File: config.mk
export PLATFORM = sky130hd
export DESIGN_NAME = tug_playfield
export DESIGN_NICKNAME = d
export VERILOG_FILES = /design/src/rtl/tug_playfield.sv
export SDC_FILE = /design/constraint.sdc
export NUM_CORES = 1
export LEC_CHECK = 0
export CAP_MARGIN = 20
export CORE_MARGIN = 3
export CORE_UTILIZATION = 45
export DETAILED_ROUTE_END_ITERATION = 7
export PLACE_DENSITY = 0.75
export SYNTH_ARGS = -nofsm -noshare
export SYNTH_HDL_FRONTEND = slang
export SYNTH_SLANG_ARGS = --single-unit
export TNS_END_PERCENT = 100
File: constraint.sdc
create_clock -name clk -period 1.9 [get_ports clk]
set_input_delay 0.19 -clock clk [delete_from_list [all_inputs] [get_ports clk]]
set_output_delay 0.19 -clock clk [all_outputs]
set_load 0.005 [all_outputs]
File: src/rtl/tug_playfield.sv
// Tug-of-war playfield: conditions the two player keys into single-cycle press
// events and moves a one-hot light bar that feeds the victory stage.

module tug_key_cond #(
  parameter int SYNC_STAGES = 2
) (
  input  logic clk,
  input  logic reset,
  input  logic i_key,
  input  logic i_en,
  output logic o_pulse
);
  logic [SYNC_STAGES-1:0] r_sync;
  logic                   r_prev;
  logic                   r_pulse;
  logic                   w_s;
  logic                   w_rise;

  assign w_s     = r_sync[SYNC_STAGES-1];
  assign w_rise  = w_s & ~r_prev;
  assign o_pulse = r_pulse;

  always_ff @(posedge clk or posedge reset) begin
    if (reset) begin
      r_sync  <= '0;
      r_prev  <= 1'b0;
      r_pulse <= 1'b0;
    end else begin
      r_sync  <= {r_sync[SYNC_STAGES-2:0], i_key};
      r_prev  <= w_s;
      r_pulse <= w_rise & i_en;
    end
  end
endmodule

module tug_playfield #(
  parameter int NUM_LIGHTS  = 9,
  parameter int SYNC_STAGES = 2
) (
  input  logic                  clk,
  input  logic                  reset,
  input  logic                  key_l,
  input  logic                  key_r,
  input  logic                  freeze,
  output logic                  L,
  output logic                  R,
  output logic [NUM_LIGHTS-1:0] leds,
  output logic                  Llight,
  output logic                  Rlight
);
  localparam int NUM_LANES = 2;
  localparam int PW        = (NUM_LIGHTS > 2) ? $clog2(NUM_LIGHTS) : 1;
  localparam int CENTRE    = (NUM_LIGHTS - 1) / 2;
  localparam int MAX_IDX   = NUM_LIGHTS - 1;
  localparam int WARM      = SYNC_STAGES + 1;
  localparam int WW        = $clog2(WARM + 1);

  logic [NUM_LANES-1:0] w_keys;
  logic [NUM_LANES-1:0] w_pulse;
  logic                 w_armed;
  logic                 w_en;
  logic [WW-1:0]        r_warm;
  logic [PW-1:0]        r_pos;

  // Lane 1 is the left player, lane 0 the right player.
  assign w_keys = {key_l, key_r};

  // After reset the synchroniser and prev fill with the live key level; pulses
  // stay masked until both are full so a key held through reset cannot fire.
  assign w_armed = (r_warm == WW'(WARM));
  assign w_en    = w_armed & ~freeze;

  always_ff @(posedge clk or posedge reset) begin
    if (reset)         r_warm <= '0;
    else if (!w_armed) r_warm <= r_warm + 1'b1;
  end

  for (genvar g = 0; g < NUM_LANES; g++) begin : g_lane
    tug_key_cond #(.SYNC_STAGES(SYNC_STAGES)) u_key (
      .clk     (clk),
      .reset   (reset),
      .i_key   (w_keys[g]),
      .i_en    (w_en),
      .o_pulse (w_pulse[g])
    );
  end

  assign L = w_pulse[1];
  assign R = w_pulse[0];

  // Position saturates at both ends; moves on the edge after the L/R pulse.
  always_ff @(posedge clk or posedge reset) begin
    if (reset) begin
      r_pos <= PW'(CENTRE);
    end else if (!freeze) begin
      case ({L, R})
        2'b10:   if (r_pos != PW'(MAX_IDX)) r_pos <= r_pos + 1'b1;
        2'b01:   if (r_pos != '0)           r_pos <= r_pos - 1'b1;
        default: r_pos <= r_pos;
      endcase
    end
  end

  for (genvar i = 0; i < NUM_LIGHTS; i++) begin : g_led
    assign leds[i] = (r_pos == PW'(i));
  end

  assign Llight = leds[NUM_LIGHTS-1];
  assign Rlight = leds[0];
endmodule

Yosys cells after proc, flatten, opt, wreduce, memory -nomap -nowiden
Cells that the tools add are included.
- eq/ne operators: 14
- reduce and logical (&&, ||, !) cells: 4
- multiplexer cells: 3
- bitwise logic cells: 8
- $add $sub $neg: 3
- operators with widths (cell ; number):
    == test 4 x 3 -> 1 bit (second input constant) ; 4
    == test 4 x 2 -> 1 bit (second input constant) ; 2
    2-to-1 mux 4 bit ; 2
    case mux 4 bit (2 select lines) ; 1
    bitwise AND 1 bit ; 5
    adder 4 x 1 -> 4 bit (second input constant) ; 1
    == test 2 bit (second input constant) ; 2
    == test 4 x 1 -> 1 bit (second input constant) ; 1
    == test 4 bit (second input constant) ; 1
    logical NOT 4 bit ; 1
    != test 2 bit (second input constant) ; 2
    != test 4 bit (second input constant) ; 1
    AND reduction 4 bit ; 1
    nonzero test 4 bit ; 1
    subtractor 4 x 1 -> 4 bit (second input constant) ; 1
    inverter 1 bit ; 3
    adder 2 x 1 -> 2 bit (second input constant) ; 1
    == test 2 x 1 -> 1 bit (second input constant) ; 1
    nonzero test 2 bit ; 1
- input bits: 5
- output and inout port bits: 13
- word-level logic and storage cells: 40
- register bits: 14

Logic depth before layout (Yosys ltp)
Gate-level depths: netlist of the first run.
- depth in word-level cells: 3
- depth in mapped cells: 6
- gate-level depth less buffers: 6

Modules after synthesis
From an unflattened synthesis of the first run, not the netlist that was laid out.
- cells, all modules: 58
- area total of the unflattened synthesis: 693.2 um2
- by module, submodules not included (module ; times used ; area each (um2) ; cells an instance):
    tug_playfield ; 1 ; 467.9 ; 46
    tug_key_cond ; 2 ; 112.6 ; 6

Least setup slack after synthesis of the first run
OpenSTA, ideal clock, no wires.
- path kind: reg-to-reg
- start: register r_pos[0]
- end: register r_pos[3]
- period minus slack after synthesis: 1.607 ns
- data required time: 1.821 ns
- cell stages (with the launch flop): 7
- path slack: 0.293 ns
- data arrival time: 1.528 ns
- path buffers: 0
- path through: dfrtp_1 -> inv_1 -> ha_1 -> nor3b_2 -> o32a_2 -> a21oi_2 -> xor2_1
- cells in the longest elaborated chain, start to end: 3
- elaborated cells on any way between the ends: 10
- RTL lines (what ; RTL line ; source):
    start, declared ; 63 ; logic [PW-1:0] r_pos;
    start signal, assigned ; 94 ; r_pos <= PW'(CENTRE);
    start signal, assigned ; 97 ; 2'b10: if (r_pos != PW'(MAX_IDX)) r_pos <= r_pos + 1'b1;
    start signal, assigned ; 98 ; 2'b01: if (r_pos != '0) r_pos <= r_pos - 1'b1;
    subtractor 4 x 1 -> 4 bit, or another cell as far along ; 98 ;
    2-to-1 mux 4 bit, or another cell as far along ; 98 ;
    case mux 4 bit (2 select lines) / AND reduction 4 bit (equally long branches) ; - ;
Several ways; a longest one is shown, not always the timed one. The select of a mux whose other input is x is not followed.
A chain may end at the register's enable or synchronous reset.

Worst setup path after layout of the first run
- start: register r_pos[0]
- end: output Llight
- cells in the longest elaborated chain, start to end: 1
- RTL lines (what ; RTL line ; source):
    == test 4 bit ; 105 ; assign leds[i] = (r_pos == PW'(i));
    end, declared ; 48 ; output logic Llight,
Every way passes these cells.

==> reports/results.md, run 1 <==
* **outcome** finished, final reports clean
* **final estimated routing congestion in global placement** 0.721
* **TritonCTS clock tree** built
* **Crit Path Class** register to primary output
* **via density per instance** 5.09
* **Post-Synthesis Mean Instance Area** 12.7 um2
* **Die Width** 44.8 um
* **post-DP HPWL** 820 um
* **floorplan die area** 2000 um2
* **vias** 463
* **Detailed Route Iter0 Violations** 3
* **IO Count** 18
* **share of post-route cells with drive strength above 1** 0.250
* **Final Hold Fails** 0
* **number of antenna violations at the first check in global routing** 0
* **Design Area, Final** 950 um2
* **Setup TNS** 0 ps
* **buffer depth of the longest clock path** 2
* **# fillers** 99
* **remaining number of nets flagged by the antenna check after routing** 0
* **Layout Skew** 1.84 ps
* **TritonCTS sink count** 14
* **critical path data required time** 1710 ps
* **total clock buffers created by CTS** 3
* **flip-flop and latch count after synthesis** 14
* **sequential-to-total area share from yosys stat** 0.520
* **Peak VDD IR** 886 uV
* **setup repair after global routing missed its margin** false
* **final critical delay including setup and external delays** 1810 ps
* **floorplan die height** 44.8 um
* **data arrival time at the worst-slack endpoint** 1620 ps
* **placement row count** 13
* **nets@finish** 87
* **remaining design rule violation count** 0
* **area growth from synthesis to layout** 40.6%
* **TritonRoute pass-1 iters** 4
* **All-Layer GR Usage** 0.136
* **Routed WL** 1110 um
* **initial core utilization** 0.500
* **post-synthesis net count** 63
* **remaining global-route overflow** 0
* **number of antenna diodes** 0
* **worst-case headroom to the max-slew limit** 0.659
* **clk root buf** sky130_fd_sc_hd__clkbuf_4
* **Tightest Pin Transition** 510 ps
* **total number of H-tree levels** 1
* **post-DR wirelength/cell** 12.2 um
* **DP Area** 850 um2
* **clock insertion delay at the later pin of the skew report** 270 ps
* **final slew viol count** 0
* **Post-Synthesis Cells** 53
* **Pwr per Cell Area** 1190 nW/um2
* **Port-buffer cells** 17
* **Floorplan Core Area** 1350 um2
* **number of endpoints failing setup at the final stage** 0
* **leakage power figure** 0.460 nW
* **fraction of the cycle the final worst path needs** 0.951
* **pin count of the biggest net entering global routing** 15
* **top metal layer carrying routed signals** met4
* **count of warnings emitted by yosys** 0
* **Max Clock Freq** 554 MHz
* **Max Cap Violations** 0
* **met2 WL** 499 um
* **clock-pin slew of the registers on the worst-case setup and hold paths** 80 ps
* **maximum fanout along the worst path** 4
* **worst min-delay path class** input pin to async pin
* **sort of element at the end of the critical path** primary output
* **total length of routed met3 wires** 75 um
* **number of global-route vias before repair** 451
* **global-route wire length before repair** 1930 um
* **met1 wire length** 528 um
* **total standard cell area after synthesis** 676 um2
* **startpoint type of the worst setup path** register
* **number of distinct library cells after synthesis** 23
## layer usage
layer  global-route usage  vias to the layer above
met5                    0                        -
met4               0.0181                        0
met3               0.0717                        2
met2                0.201                       16
met1                0.183                      220
li1                     -                      225
## metrics by stage
stage | instances | hold slack [ps] | util | setup WS [ps] | power [mW]
2_1_floorplan | 53 | 78.5 | - | 293 | 0.644
3_3_place_gp | 83 | 333 | 0.629 | 234 | 0.810
6_report | 91 | 241 | 0.703 | 93.6 | 1.13
4_1_cts | 91 | 245 | 0.683 | 0.371 | 1.10
3_5_place_dp | 83 | 339 | 0.629 | 153 | 0.813
5_1_grt | 91 | 271 | 0.703 | 8.20 | 1.21
## cells by family after synthesis
kind of cell               count (synthesis)  synth area share
and+or+nand+nor                           19             0.215
DFF                                       14             0.520
xor gates and xnor gates                   5            0.0648
buffers and inverters                      5            0.0389
adders and majority gates                  5            0.0926
AOI/OAI and AO/OA                          3            0.0370
muxes                                      2            0.0315
## critical path, cell delays in order (launching register included)
cell and delay [ps]:
sky130_fd_sc_hd__dfrtp_1 390, sky130_fd_sc_hd__inv_1 110, sky130_fd_sc_hd__ha_4 150, sky130_fd_sc_hd__and3b_2 200
sky130_fd_sc_hd__clkdlybuf4s50_1 500
## state kept, by name, summed over array words and instances, names as in the netlist
name                  flops
g_lane.u_key.o_pulse      2
g_lane.u_key.r_prev       2
g_lane.u_key.r_sync       4
r_pos                     4
r_warm                    2
## layout by cell type (no fill, tap or decap), drive strengths merged
master,netlist,routed
and3b,1,1
and2,7,7
nand4,1,1
xnor2,3,3
or4,1,1
ha,5,5
dfstp,1,1
dfrtp,13,13
clkdlybuf4s50,0,14
mux2,1,1
inv,3,3
o32a,1,1
nor4bb,2,2
clkbuf,0,4
nand2b,1,1
nor2,3,3
a21oi,2,2
mux2i,1,1
nor3b,1,1
dlymetal6s2s,0,3
nor2b,1,1
buf,2,4
or3b,1,1
xor2,2,2
## final cells by class
| cell class | instances | area, um2 | area share |
|---|---|---|---|
| inverter | 3 | 11.3 | 0.0119 |
| multi-input combinational | 34 | 324 | 0.341 |
| clock buffer | 4 | 36.3 | 0.0382 |
| sequential | 14 | 352 | 0.370 |
| timing repair buffer | 21 | 208 | 0.219 |
| tap | 15 | 18.8 | 0.0198 |
## synthesized netlist by cell type
cell type,n,share of area
sky130_fd_sc_hd__mux2i_1,1,0.015
sky130_fd_sc_hd__dfrtp_1,13,0.48
sky130_fd_sc_hd__nor2_2,1,0.0093
sky130_fd_sc_hd__or3b_1,1,0.013
sky130_fd_sc_hd__buf_4,2,0.022
sky130_fd_sc_hd__xor2_1,2,0.026
sky130_fd_sc_hd__nor2b_2,1,0.013
sky130_fd_sc_hd__nor3b_2,1,0.019
sky130_fd_sc_hd__xnor2_1,3,0.039
sky130_fd_sc_hd__and3b_2,1,0.015
sky130_fd_sc_hd__nand4_1,1,0.0093
sky130_fd_sc_hd__ha_1,5,0.093
sky130_fd_sc_hd__and2_1,7,0.065
sky130_fd_sc_hd__a21oi_1,1,0.0074
sky130_fd_sc_hd__inv_1,3,0.017
sky130_fd_sc_hd__nand2b_4,1,0.020
sky130_fd_sc_hd__or4_1,1,0.011
sky130_fd_sc_hd__a21oi_2,1,0.013
sky130_fd_sc_hd__o32a_2,1,0.017
sky130_fd_sc_hd__nor4bb_1,2,0.030
sky130_fd_sc_hd__nor2_1,2,0.011
sky130_fd_sc_hd__dfstp_2,1,0.039
sky130_fd_sc_hd__mux2_1,1,0.017
## repair_timing
item,4_1_cts,5_1_grt
pin swaps,0,1
setup endpoints to repair,6,9
buffers inserted,4,0
resized for setup,1,8
cloned,0,0
hold buffers,0,0
## power by group
part	switching (mW)	leakage [nW]	internal [mW]
combinational	0.211	0.280	0.301
sequential	0.0561	0.159	0.357
clock	0.0883	0.0210	0.116
## path summary, 6_finish.rpt
path / from / endpoint / slack, ps / depth (start not counted)
min in group clk: g_lane[0].u_key.r_sync[0]$_DFF_PP0_ / g_lane[0].u_key.r_sync[1]$_DFF_PP0_ / 350 / 0
worst max-delay path: r_pos[0]$_DFFE_PP0P_ / Llight / 90 / 4
worst min-delay path: reset / r_warm[1]$_DFFE_PP0P_ / 240 / 2
worst min register to register: g_lane[0].u_key.r_sync[0]$_DFF_PP0_ / g_lane[0].u_key.r_sync[1]$_DFF_PP0_ / 350 / 0
worst max register to register: r_pos[0]$_DFFE_PP0P_ / r_pos[3]$_DFFE_PP0P_ / 330 / 6
max in group asynchronous: reset / r_pos[2]$_DFFE_PP1P_ / 1300 / 2
Power figures use the tool's default switching activity.
==> run 2, diff against run 1 <==
Settings changed: CORE_ASPECT_RATIO set to 1.25, CORE_UTILIZATION 45 to 41, PLACE_DENSITY 0.75 to 0.72.
Clock period 1.9 ns to 1.5 ns, I/O delays scaled along.
==> run 2 against run 1 <==
The run now ends with negative setup slack left. Cell count grew 12%. Utilization shrank 1.0 points. Wire length grew 13%. Die area grew 8.6%. Clock-buffer cell count is the same. Global-route usage grew 0.26 points. Sequential cell count is the same. Clock power is essentially flat. Critical path depth grew 3. Combinational power grew 58%. Non-clock buffer count grew 9.
==> reports/results.md, run 2 (synthesized netlist as in run 1, its figures left out) <==
* **outcome** finished, violations left
* **violated checks** negative setup slack
* **worst path buffer plus inverter count** 2, unchanged
* **post-DR wirelength/cell** 12.3 um, +0.71%
* **worst reg2reg path depth** 7, +1
* **Port-buffer cells** 17, unchanged
* **Max Cap Violations** 0, unchanged
* **Final Core Density** 0.693, -0.0103
* **net load switching power** 510 uW, +44%
* **TritonCTS clock tree** built
* **endpoint of the worst register-to-register path** r_pos[3]$_DFFE_PP0P_
* **leading registers by flop count** g_lane.u_key.r_sync (4), r_pos (4)
* **launching point of the worst reg2reg path** r_pos[0]$_DFFE_PP0P_
* **clock-pin slew of the registers on the worst-case setup and hold paths** 70 ps, about the same
* **Top Family by Delay on Critical Path** compound AO/OA/AOI/OAI gates
* **Layout Skew** 2.32 ps, +0.484 ps
* **critical path depth in cells** 7, +3
* **number of antenna violations at the first check in global routing** 0, unchanged
* **All-Layer GR Usage** 0.139, +0.00260
* **vias** 492, +6.3%
* **remaining design rule violation count** 0, unchanged
* **data arrival time at the worst-slack endpoint** 1730 ps, +110 ps
* **combinational cell fraction of total power** 0.519, +0.066
* **clk root buf** sky130_fd_sc_hd__clkbuf_4
* **buffer depth of the longest clock path** 2, unchanged
* **clock insertion delay at the later pin of the skew report** 270 ps, about the same
* **final critical delay including setup and external delays** 1540 ps
* **post-placement worst setup slack** -58.4 ps, -212 ps
* **floorplan die area** 2170 um2, +8.6%
* **fraction of the cycle the final worst path needs** 1.03
* **final slew viol count** 0, unchanged
* **Slowest-stage cell, CP** sky130_fd_sc_hd__dfrtp_1
* **setup slack of the most critical reg-to-reg path** -40 ps, -370 ps
* **remaining number of nets flagged by the antenna check after routing** 0, unchanged
* **Pwr per Cell Area** 1540 nW/um2, +29%
* **Worst Setup Slack, final** -41.7 ps, -135 ps
* **Max Clock Freq** 649 MHz
* **Switching Fraction** 0.327, +0.0126
* **placement row count** 15, +2
* **initial core utilization** 0.462, -0.0389
* **via density per instance** 4.82, -5.2%
* **number of global-route vias before repair** 523, +16%
* **total clock buffers created by CTS** 3, unchanged
* **Peak VDD IR** 1340 uV, +52%
* **final estimated routing congestion in global placement** 0.701, -2.8%
* **P_int** 1.05 mW, +35%
* **share of post-route cells with drive strength above 1** 0.529, +0.279
* **number of endpoints failing setup at the final stage** 3, +3
* **IO Count** 18, unchanged
* **number of cells in the design after placement** 93, +12%
* **Crit Path Class** register to register
* **maximum fanout along the worst path** 5, +1
* **Tightest Pin Transition** 482 ps, -28.1 ps
* **post-DP HPWL** 920 um, +12%
* **floorplan die height** 51.4 um, +15%
* **launch point of the critical path** r_pos[0]$_DFFE_PP0P_
* **Final Hold Fails** 0, unchanged
* **worst min-delay path class** input pin to async pin
* **number of antenna diodes** 0, unchanged
* **most frequent cells in the layout** sky130_fd_sc_hd__dfrtp_1 (12), sky130_fd_sc_hd__buf_4 (11), sky130_fd_sc_hd__clkdlybuf4s50_1 (6)
* **startpoint type of the worst setup path** register
* **Flop pwr share** 0.347, -0.019
* **Die Width** 42.3 um, -5.5%
* **remaining global-route overflow** 0, unchanged
* **# fillers** 113, +14%
* **cells along the critical path** inv_2 > ha_4 > buf_6 > nor3b_4 > o32a_4 > a21oi_2 > xor2_1
* **nets@finish** 96, +10%
* **Total Power** 1.56 mW, +38%
* **critical path data required time** 1690 ps, -20 ps
* **area growth from synthesis to layout** 50.2%
* **Setup TNS** -63.7 ps, -63.7 ps
* **global-route wire length before repair** 2250 um, +16%
* **pin count of the biggest net entering global routing** 15, unchanged
* **Detailed Route Iter0 Violations** 2, -1
* **sort of element at the end of the critical path** register
* **TritonRoute pass-1 iters** 2, -2
* **Floorplan Core Area** 1460 um2, +8.4%
* **worst-case headroom to the max-slew limit** 0.678, +0.0187
* **total number of H-tree levels** 1, unchanged
* **clock power share** 0.134, -0.047
* **count of non-filler cells in the finished layout** 102, +12%
* **Routed WL** 1250 um, +13%
* **most frequent standard cell in the layout excluding fill and tap cells** sky130_fd_sc_hd__dfrtp_1
* **end point of the critical path** r_pos[3]$_DFFE_PP0P_
* **setup repair after global routing missed its margin** true
* **TritonCTS sink count** 14, unchanged
* **critical path's largest stage delay** 370 ps, -130 ps
* **leakage power figure** 0.473 nW, +2.9%
-- run 2: final cells by class --
type	instances	area, um2	area share
clock buffers	4	26.3	0.0259
inverters	3	11.3	0.0111
multi-input cells	34	358	0.353
flip-flops and latches	14	353	0.348
well taps	17	21.3	0.0210
repair buffers	30	245	0.242
-- run 2: stage by stage --
| stage | instance area [um2] | hold slack (ps) |
|---|---|---|
| 6_report | 1010 | 195 |
| 5_1_grt | 1010 | 232 |
| 4_1_cts | 990 | 210 |
| 3_5_place_dp | 932 | 338 |
| 3_3_place_gp | 932 | 332 |
| 2_1_floorplan | 696 | 38.5 |
-- run 2: how the worst min path moves through the flow --
| stage | startpoint | slack (ps) | end | depth (start not counted) |
|---|---|---|---|---|
| 6_report | reset | 200 | r_warm[1]$_DFFE_PP0P_ | 2 |
| 5_1_grt | reset | 230 | g_lane[1].u_key.r_prev$_DFF_PP0_ | 2 |
| 3_3_place_gp | g_lane[1].u_key.r_sync[0]$_DFF_PP0_ | 330 | g_lane[1].u_key.r_sync[1]$_DFF_PP0_ | 0 |
| 2_1_floorplan | reset | 40 | g_lane[0].u_key.o_pulse$_DFF_PP0_ | 1 |
| 4_1_cts | reset | 210 | r_warm[1]$_DFFE_PP0P_ | 2 |
| 3_5_place_dp | g_lane[0].u_key.r_sync[0]$_DFF_PP0_ | 340 | g_lane[0].u_key.r_sync[1]$_DFF_PP0_ | 0 |
-- run 2: worst reg2reg max path, cell delays in order (launching register included) --
cell and delay [ps]:
sky130_fd_sc_hd__dfrtp_1 370, sky130_fd_sc_hd__inv_2 60, sky130_fd_sc_hd__ha_4 160, sky130_fd_sc_hd__buf_6 110, sky130_fd_sc_hd__nor3b_4 140, sky130_fd_sc_hd__o32a_4 350
sky130_fd_sc_hd__a21oi_2 120, sky130_fd_sc_hd__xor2_1 150
-- run 2: power by group through the flow --
stage          clock network (mW)  registers, mW  logic, mW
4_1_cts                     0.222          0.527      0.718
5_1_grt                     0.247          0.557      0.886
6_report                    0.208          0.542      0.809
3_5_place_dp                    0          0.524      0.668
2_1_floorplan                   0          0.545      0.299
3_3_place_gp                    0          0.525      0.651
-- run 2: repair_timing --
action                                  CTS  global route
hold buffers                              0             0
buffers inserted                          3             3
endpoints found under the setup margin   13            15
gates resized for setup                  34            20
pin swaps                                 2             5
-- run 2: metal layers --
layer	GRT usage	routed length [um]
met3	0.0669	89
met1	0.154	516
met4	0.0311	8
met5	0	0
met2	0.239	640
==> run 3, diff against run 2 <==
Settings changed: TNS_END_PERCENT 100 to 10.
==> run 3 against run 2 <==
Clock skew increased by 4.8 ps. Combinational power fell by 1%. Worst setup slack worse by 41 ps. Critical endpoint unchanged. The flow still finishes with violations (negative setup slack).
==> reports/results.md, run 3 (synthesized netlist as in run 1, its figures left out) <==
* **outcome** finished, violations left
* **violated checks** negative setup slack
* **floorplan die height** 51.4 um, unchanged
* **final estimated routing congestion in global placement** 0.703, +0.29%
* **Design Area, Final** 988 um2, -2.6%
* **Port-buffer cells** 17, unchanged
* **buffer depth of the longest clock path** 2, unchanged
* **initial core utilization** 0.462, unchanged
* **via density per instance** 4.75, -1.6%
* **count of non-filler cells in the finished layout** 102, unchanged
* **post-DP HPWL** 874 um, -5.0%
* **Detailed Route Iter0 Violations** 3, +1
* **nets@finish** 96, unchanged
* **critical path's largest stage delay** 480 ps, +110 ps
* **number of antenna diodes** 0, unchanged
* **CTS Hold Buffers Added** 0, unchanged
* **clk root buf** sky130_fd_sc_hd__clkbuf_4
* **most frequent standard cell in the layout excluding fill and tap cells** sky130_fd_sc_hd__dfrtp_1
* **remaining global-route overflow** 0, unchanged
* **final slew viol count** 0, unchanged
* **Final Hold Fails** 0, unchanged
* **Worst Setup Slack, final** -83.0 ps, -41.3 ps
* **data arrival time at the worst-slack endpoint** 1790 ps, +60 ps
* **sort of element at the end of the critical path** register
* **Peak VDD IR** 885 uV, -34%
* **post-placement worst setup slack** -55.3 ps, +3.04 ps
* **TritonCTS clock tree** built
* **top metal layer carrying routed signals** met4
* **number of antenna violations at the first check in global routing** 0, unchanged
* **tightest hold margin** 179 ps, -16.3 ps
* **Top Family by Delay on Critical Path** simple AND/OR/NAND/NOR gates
* **post-DR wirelength/cell** 11.5 um, -6.0%
* **most frequent cells in the layout** sky130_fd_sc_hd__dfrtp_1 (13), sky130_fd_sc_hd__buf_4 (9), sky130_fd_sc_hd__and2_1 (7)
* **met1 wire length** 488 um, -5.4%
* **critical path data required time** 1700 ps, about the same
* **TritonCTS sink count** 14, unchanged
* **number of global-route vias before repair** 496, -5.2%
* **Die Width** 42.3 um, unchanged
* **leakage power figure** 0.473 nW, -0.16%
* **Pwr per Cell Area** 1560 nW/um2, +1.2%
* **leading registers by flop count** g_lane.u_key.r_sync (4), r_pos (4)
* **Floorplan Core Area** 1460 um2, unchanged
* **global-route wire length before repair** 2130 um, -5.2%
* **Max Clock Freq** 632 MHz, -2.6%
* **number of cells in the design after placement** 93, unchanged
* **maximum fanout along the worst path** 3, -2
* **share of post-route cells with drive strength above 1** 0.447, -0.0824
* **TritonRoute pass-1 iters** 4, +2
* **number of endpoints failing setup at the final stage** 4, +1
* **cells along the critical path** buf_6 > buf_6 > buf_4 > or4_1 > a21oi_2 > xor2_1
* **remaining design rule violation count** 0, unchanged
* **setup slack of the most critical reg-to-reg path** -80 ps, -40 ps
* **clock-pin slew of the registers on the worst-case setup and hold paths** 80 ps, about the same
* **Crit Path Class** register to register
* **Routed WL** 1180 um, -6.0%
* **Tightest Pin Transition** 490 ps, +8.14 ps
* **clock insertion delay at the later pin of the skew report** 280 ps, about the same
* **placement row count** 15, unchanged
* **worst-case headroom to the max-slew limit** 0.673, -0.00543
* **IO Count** 18, unchanged
* **total clock buffers created by CTS** 3, unchanged
* **pin count of the biggest net entering global routing** 15, unchanged
* **startpoint type of the worst setup path** register
* **remaining number of nets flagged by the antenna check after routing** 0, unchanged
* **final critical delay including setup and external delays** 1580 ps, +41.3 ps
* **worst min-delay path class** input pin to async pin
* **total length of routed met3 wires** 82 um, -7.9%
* **vias** 484, -1.6%
* **area growth from synthesis to layout** 46.3%
* **setup repair after global routing missed its margin** true
* **met2 WL** 569 um, -11%
* **floorplan die area** 2170 um2, unchanged
* **Total Power** 1.54 mW, -1.4%
* **cell seen most often among critical-path stages** sky130_fd_sc_hd__buf_6
* **# fillers** 122, +8.0%
* **total number of H-tree levels** 1, unchanged
* **fraction of the cycle the final worst path needs** 1.06, +0.0275
* **DP Area** 932 um2, unchanged
* **Layout Skew** 7.13 ps, +4.81 ps
* **worst path buffer plus inverter count** 3, +1
* **Slowest-stage cell, CP** sky130_fd_sc_hd__or4_1
* **Max Cap Violations** 0, unchanged
* **All-Layer GR Usage** 0.133, -0.00581
-- run 3: changes by cell type in the layout (fill, tap and decap cells not counted), moves of 2 or more --
cell,delta
sky130_fd_sc_hd__nor2_2,-2
sky130_fd_sc_hd__and2_1,+3
sky130_fd_sc_hd__and2_4,-3
sky130_fd_sc_hd__buf_2,+2
sky130_fd_sc_hd__buf_4,-2
-- run 3: power by group --
part	internal, mW	total (mW)	switching (mW)
Clock	0.103	0.216	0.113
Sequential	0.452	0.522	0.0693
Combinational	0.480	0.799	0.320
-- run 3: metal layers --
layer	vias to the layer above	track usage
met1	222	0.150
met5	-	0
met4	0	0.0622
met3	4	0.0563
met2	15	0.216
li1	243	-
-- run 3: final cells by class --
class,instances,area (um2),share of cell area
Timing Repair Buffer,30,238,0.241
Sequential cell,14,352,0.356
Tap cell,17,21.3,0.0215
Multi-Input combinational cell,34,340,0.344
Clock buffer,4,26.3,0.0266
Inverter,3,11.3,0.0114
-- run 3: final timing paths --
check / start / end / depth (start not counted)
setup / recovery: r_pos[2]$_DFFE_PP1P_ / r_pos[3]$_DFFE_PP0P_ / 6
hold / removal: reset / g_lane[0].u_key.r_sync[1]$_DFF_PP0_ / 2
setup reg to reg: r_pos[2]$_DFFE_PP1P_ / r_pos[3]$_DFFE_PP0P_ / 6
hold reg to reg: g_lane[0].u_key.r_sync[0]$_DFF_PP0_ / g_lane[0].u_key.r_sync[1]$_DFF_PP0_ / 0
max in group asynchronous: reset / r_pos[2]$_DFFE_PP1P_ / 2
min in group clk: key_r / g_lane[0].u_key.r_sync[0]$_DFF_PP0_ / 1
-- run 3: worst register-to-register path, cell delays in order (launching register included) --
cell	delay [ps]
sky130_fd_sc_hd__dfstp_2	380
sky130_fd_sc_hd__buf_6	110
sky130_fd_sc_hd__buf_6	110
sky130_fd_sc_hd__buf_4	130
sky130_fd_sc_hd__or4_1	480
sky130_fd_sc_hd__a21oi_2	160
sky130_fd_sc_hd__xor2_1	150
-- run 3: repair_timing --
action                     4_1_cts  5_1_grt
pin swaps                        8        2
cloned                           0        0
gates resized for setup         41        5
setup buffers                    5        0
setup endpoints to repair       13       15
-- run 3: per-stage QoR --
stage / utilization / setup TNS [ps]
after global placement: 0.637 / -167
after detailed placement: 0.637 / -235
after CTS: 0.688 / -327
after global routing: 0.675 / -822
after floorplan: - / -91.5
final: 0.675 / -204
